`src/rtl/dsp_pkg.sv`:
```
// Shared DSP definitions: datapath width, SIMD lane width and the SIMD
// mode selector used by the 48-bit adder core.
package dsp_pkg;
  localparam int DSP_WIDTH  = 48;
  localparam int LANE_WIDTH = 24;

  // ONE48: a single 48-bit add. TWO24: two independent 24-bit adds.
  typedef enum logic {
    ONE48 = 1'b0,
    TWO24 = 1'b1
  } simd_mode_e;
endpackage

```
`src/rtl/dsp_alu48.sv`:
```
// 48-bit registered adder with optional split into two 24-bit SIMD lanes.
// Ports:
//   clock - rising-edge clock
//   reset - synchronous, active-low; clears y
//   mode  - ONE48 (full carry chain) or TWO24 (carry cut between bit 23/24)
//   a, b  - 48-bit addends
//   y     - registered sum, one cycle latency
module dsp_alu48
  import dsp_pkg::*;
(
  input  logic                 clock,
  input  logic                 reset,
  input  simd_mode_e           mode,
  input  logic [DSP_WIDTH-1:0] a,
  input  logic [DSP_WIDTH-1:0] b,
  output logic [DSP_WIDTH-1:0] y
);
  logic [LANE_WIDTH:0]   lo_sum;
  logic                  lo_carry;
  logic [LANE_WIDTH-1:0] hi_sum;

  assign lo_sum = {1'b0, a[LANE_WIDTH-1:0]} + {1'b0, b[LANE_WIDTH-1:0]};

  // The low-lane carry feeds the high lane only when running as one 48-bit add.
  assign lo_carry = (mode == ONE48) & lo_sum[LANE_WIDTH];

  // Carry out of bit 47 falls off the 24-bit result: modular wrap.
  assign hi_sum = a[DSP_WIDTH-1:LANE_WIDTH] + b[DSP_WIDTH-1:LANE_WIDTH]
                + LANE_WIDTH'(lo_carry);

  always_ff @(posedge clock) begin
    if (!reset) y <= '0;
    else        y <= {hi_sum, lo_sum[LANE_WIDTH-1:0]};
  end
endmodule

```
`src/rtl/dsp_add.sv`:
```


module dsp_add_v2
  import dsp_pkg::*;
#(
  parameter int width = 24
) (
  input  logic             clock,
  input  logic             reset,
  input  logic [width-1:0] a,
  input  logic [width-1:0] b,
  input  logic [width-1:0] c,
  input  logic [width-1:0] d,
  output logic [width-1:0] y,
  output logic [width-1:0] z
);
  logic [DSP_WIDTH-1:0] op_a;
  logic [DSP_WIDTH-1:0] op_b;
  logic [DSP_WIDTH-1:0] sum;

  // Low lane carries a/b, high lane carries c/d; each zero-extended to 24.
  assign op_a = {LANE_WIDTH'(c), LANE_WIDTH'(a)};
  assign op_b = {LANE_WIDTH'(d), LANE_WIDTH'(b)};

  dsp_alu48 u_alu (
    .clock (clock),
    .reset (reset),
    .mode  (TWO24),
    .a     (op_a),
    .b     (op_b),
    .y     (sum)
  );

  assign y = sum[width-1:0];
  assign z = sum[LANE_WIDTH+width-1:LANE_WIDTH];

  if (width < LANE_WIDTH) begin : g_hi
    logic unused_hi;
    assign unused_hi = ^{sum[DSP_WIDTH-1:LANE_WIDTH+width],
                         sum[LANE_WIDTH-1:width]};
  end
endmodule

```
`config.mk`:
```
export PLATFORM = sky130hd
export DESIGN_NAME = dsp_add_v2
export DESIGN_NICKNAME = d
export VERILOG_FILES = /design/src/rtl/dsp_pkg.sv /design/src/rtl/dsp_alu48.sv /design/src/rtl/dsp_add.sv
export SDC_FILE = /design/constraint.sdc
export NUM_CORES = 1
export LEC_CHECK = 0
export CORE_ASPECT_RATIO = 0.6
export CORE_MARGIN = 2
export CORE_UTILIZATION = 25
export DETAILED_ROUTE_END_ITERATION = 12
export PLACE_DENSITY_LB_ADDON = 0.12
export SLEW_MARGIN = 20
export SYNTH_ARGS = -nofsm -noshare
export SYNTH_HDL_FRONTEND = slang
export SYNTH_SLANG_ARGS = --single-unit
```
`constraint.sdc`:
```
create_clock -name clock -period 3.5 [get_ports clock]
set_input_delay 0.35 -clock clock [delete_from_list [all_inputs] [get_ports clock]]
set_output_delay 0.35 -clock clock [all_outputs]
set_load 0.03 [all_outputs]
```
==> impl_metrics.xml <==
<?xml version="1.0" encoding="UTF-8"?>
<metrics>
  <group name="cts">
    <metric name="cts_buffers" unit="">5</metric>
    <metric name="ctsLongestPathBuffers" unit="">2</metric>
    <metric name="clk_transition_reported_paths" unit="ps">70</metric>
    <metric name="cts_hold_repair.buffers" unit="">0</metric>
    <metric name="cts.sink_count" unit="">48</metric>
    <metric name="post-cts-setup-buffers" unit="">0</metric>
    <metric name="cts_tree" unit="">done</metric>
    <metric name="clockRootBuffer" unit="">sky130_fd_sc_hd__clkbuf_16</metric>
    <metric name="post_cts_resize_count" unit="">0</metric>
    <metric name="cts_max_level" unit="">2</metric>
  </group>
  <group name="global_route">
    <metric name="grt_usage" unit="%">15.1</metric>
    <metric name="grt_max_degree" unit="">22</metric>
    <metric name="gr-total-overflow" unit="">0</metric>
    <metric name="grt_pass1_wl" unit="µm">18800</metric>
    <metric name="antenna_violations_before_repair" unit="">0</metric>
    <metric name="grt_pass1_vias" unit="">3579</metric>
  </group>
  <group name="detailed_routing">
    <metric name="drc_viols" unit="">0</metric>
    <metric name="drt_first_pass_iters" unit="">4</metric>
    <metric name="detailed_route_iter0_violations" unit="">184</metric>
    <metric name="dr_total_vias" unit="">3701</metric>
    <metric name="route.detailed.vias_per_inst" unit="">4.78</metric>
    <metric name="final_antenna_net_count" unit="">0</metric>
    <metric name="routed_wire_length_per_instance" unit="µm">15.0</metric>
    <metric name="detail_route.wirelength" unit="µm">11600</metric>
  </group>
  <group name="synth">
    <metric name="postSynth.topFlopCell" unit="">sky130_fd_sc_hd__dfxtp_1</metric>
    <metric name="avgSynthCellArea" unit="µm²">8.09</metric>
    <metric name="ys_top_cells_by_area" unit="">sky130_fd_sc_hd__dfxtp_1, sky130_fd_sc_hd__ha_1, sky130_fd_sc_hd__nor2_1</metric>
    <metric name="post_synth_num_cell_types" unit="">52</metric>
    <metric name="synth_area" unit="µm²">3610</metric>
    <metric name="synth-edff-count" unit="">0</metric>
    <metric name="yosysWarnings" unit="">0</metric>
    <metric name="syn_inst" unit="">446</metric>
    <metric name="ys_ff_latch" unit="">48</metric>
    <metric name="yosysSeqAreaShare" unit="%">26.6</metric>
    <metric name="post-synth-top-area-cell" unit="">sky130_fd_sc_hd__dfxtp_1</metric>
    <metric name="syn_nets" unit="">592</metric>
    <metric name="synth_async_sr_flop_share" unit="%">0</metric>
    <metric name="yosys.area.top_type_share" unit="%">26.6</metric>
  </group>
  <group name="timing">
    <metric name="setup-violations-final" unit="">0</metric>
    <metric name="timing_max_transition_violations_final" unit="">0</metric>
    <metric name="max_slew_margin" unit="%">57.4</metric>
    <metric name="tightestPinTransition" unit="ps">638</metric>
    <metric name="report.final.hold_viol_count" unit="">0</metric>
    <metric name="final.min_clock_period" unit="ps">2770</metric>
    <metric name="clock.fmax" unit="MHz">361</metric>
    <metric name="setup_tns" unit="ps">0</metric>
    <metric name="fin_crit_sh" unit="%">79.1</metric>
    <metric name="rsz0062_at_grt" unit="">false</metric>
  </group>
  <group name="power_and_ir_drop">
    <metric name="static-leakage-power" unit="nW">2.26</metric>
    <metric name="ir_drop" unit="µV">165</metric>
    <metric name="power-per-cell-area" unit="nW/µm²">386</metric>
    <metric name="p_total" unit="W">0.00208</metric>
  </group>
  <group name="floorplan">
    <metric name="fp.dieArea" unit="µm²">15400</metric>
    <metric name="fp.dieW" unit="µm">159</metric>
    <metric name="ioPinCount" unit="">146</metric>
    <metric name="die_height" unit="µm">97.0</metric>
    <metric name="design.core.area" unit="µm²">13900</metric>
    <metric name="start_util" unit="%">26.0</metric>
    <metric name="fp-row-count" unit="">33</metric>
  </group>
  <group name="finish">
    <metric name="syn_to_final_growth" unit="%">49.2</metric>
    <metric name="layout.cells.most_common" unit="">sky130_fd_sc_hd__clkdlybuf4s50_1</metric>
    <metric name="num-fill-cells" unit="">1453</metric>
    <metric name="antenna-diode-count" unit="">0</metric>
    <metric name="final_net_count" unit="">727</metric>
    <metric name="mostFrequentLayoutCells" unit="">sky130_fd_sc_hd__clkdlybuf4s50_1, sky130_fd_sc_hd__nor2_1, sky130_fd_sc_hd__dfxtp_1, sky130_fd_sc_hd__ha_1, sky130_fd_sc_hd__a21oi_1</metric>
    <metric name="largest_registers" unit="">u_alu.y: 48 flops</metric>
    <metric name="registers.top_by_ff_count" unit="">u_alu.y</metric>
    <metric name="flip_flop_count_of_the_largest_register_all_copies_and_words_added" unit="">48</metric>
    <metric name="post_route_cells_drive_above_1_share" unit="%">3.44</metric>
  </group>
  <group name="placed_design">
    <metric name="io_buffers" unit="">145</metric>
    <metric name="place.gp.congestion" unit="">0.836</metric>
    <metric name="detailed_placement_hpwl" unit="µm">9580</metric>
  </group>
  <group name="worst_hold_path">
    <metric name="worstHoldPathType" unit="">in2reg</metric>
    <metric name="worstHoldPathCells" unit="">3</metric>
    <metric name="holdPathEnd" unit="">u_alu.y[24]</metric>
    <metric name="min_from" unit="">d[0]</metric>
  </group>
  <group name="critical_path">
    <metric name="timing.critical_path.fanout_max" unit="">4</metric>
    <metric name="end_kind" unit="">flip-flop</metric>
    <metric name="critPathLaunchType" unit="">input pin</metric>
    <metric name="critPathKind" unit="">in2reg</metric>
    <metric name="worst-endpoint-arrival" unit="ps">2990</metric>
    <metric name="critPathRequiredTime" unit="ps">3720</metric>
  </group>
  <group name="outcome">
    <metric name="run_status" unit="">finished, final reports clean</metric>
  </group>
  <group name="run">
    <metric name="max_cap_violations" unit="">0</metric>
  </group>
</metrics>
worst max path at each step:
stage               from           to  slack, ps  depth (start not counted)
floorplan           a[0]  u_alu.y[16]       1270                          9
global placement    a[0]  u_alu.y[16]        570                         10
detailed placement  a[0]  u_alu.y[16]        490                         10
CTS                 a[0]  u_alu.y[16]        780                         10
global route        a[0]  u_alu.y[16]        630                         10
finish              a[0]  u_alu.y[16]        730                         10
stage by stage:
step	cell area [µm²]	cells	utilization (%)	worst slack [ps]	hold slack, ps
final	5380	774	38.8	733	756
after CTS	5380	774	38.8	784	749
after detailed placement	5230	766	37.7	494	1060
after floorplan	3610	446	-	1270	572
after global placement	5230	766	37.7	569	1060
after global routing	5380	774	38.8	632	749
per-layer routing:
metal	GRT usage (%)	vias up	part of all wire, %
met2	20.1	154	36
met1	23.4	1671	54
li1	-	1871	-
met5	0	-	0
met3	5.10	5	9.2
met4	2.31	0	0.58
synthesized netlist by cell type, drive strengths merged, types with 2 or more instances:
cell type	number
mux2i	4
ha	46
buf	3
inv	9
a211oi	2
xor2	17
nand4	13
o22ai	2
o31ai	2
and2	6
nand3	11
nor2	58
nor3	2
dfxtp	48
o21a	5
a21oi	44
a31oi	9
a41oi	2
fa	2
nand2b	6
xnor2	18
o31a	2
clkbuf	16
nand2	40
nor2b	2
o21ai	23
a221oi	2
o211ai	2
a31o	2
o21bai	6
a211o	3
and3	5
a21o	24
critical path, stage by stage:
cell and delay [ps]:
sky130_fd_sc_hd__clkdlybuf4s50_1 410, sky130_fd_sc_hd__ha_1 230, sky130_fd_sc_hd__fa_1 420, sky130_fd_sc_hd__a21o_1 180, sky130_fd_sc_hd__a21oi_1 270, sky130_fd_sc_hd__o21a_1 220
sky130_fd_sc_hd__o31a_1 310, sky130_fd_sc_hd__o21bai_2 170, sky130_fd_sc_hd__a21oi_1 220, sky130_fd_sc_hd__mux2i_1 190
logic make-up (layout without fill, tap and decap cells):
| group | count (synthesis) | in the layout | share of synthesized area [%] |
|---|---|---|---|
| and+or+nand+nor | 149 | 149 | 18.9 |
| AOI/OAI and AO/OA | 133 | 133 | 24.3 |
| adders and majority gates | 48 | 48 | 17.1 |
| DFF | 48 | 48 | 26.6 |
| xor gates and xnor gates | 35 | 35 | 8.50 |
| buffers and inverters | 28 | 164 | 3.16 |
| muxes | 5 | 5 | 1.42 |
power by group:
part | switching [W] | total [W] | internal (W)
Sequential | 0.0000206 | 0.000642 | 0.000621
Combinational | 0.000515 | 0.000941 | 0.000426
Clock | 0.000228 | 0.000495 | 0.000267
final cells by class:
type | instances | area [µm²] | share of cell area (%)
Clock buffer | 5 | 125 | 2.32
Clock inverter | 3 | 23.8 | 0.442
Inverter | 9 | 33.8 | 0.628
Multi-Input combinational cell | 370 | 2530 | 47.0
Sequential cell | 48 | 961 | 17.9
Tap cell | 192 | 240 | 4.46
Timing Repair Buffer | 147 | 1470 | 27.2
No activity file was read; power rests on OpenSTA's default activity.
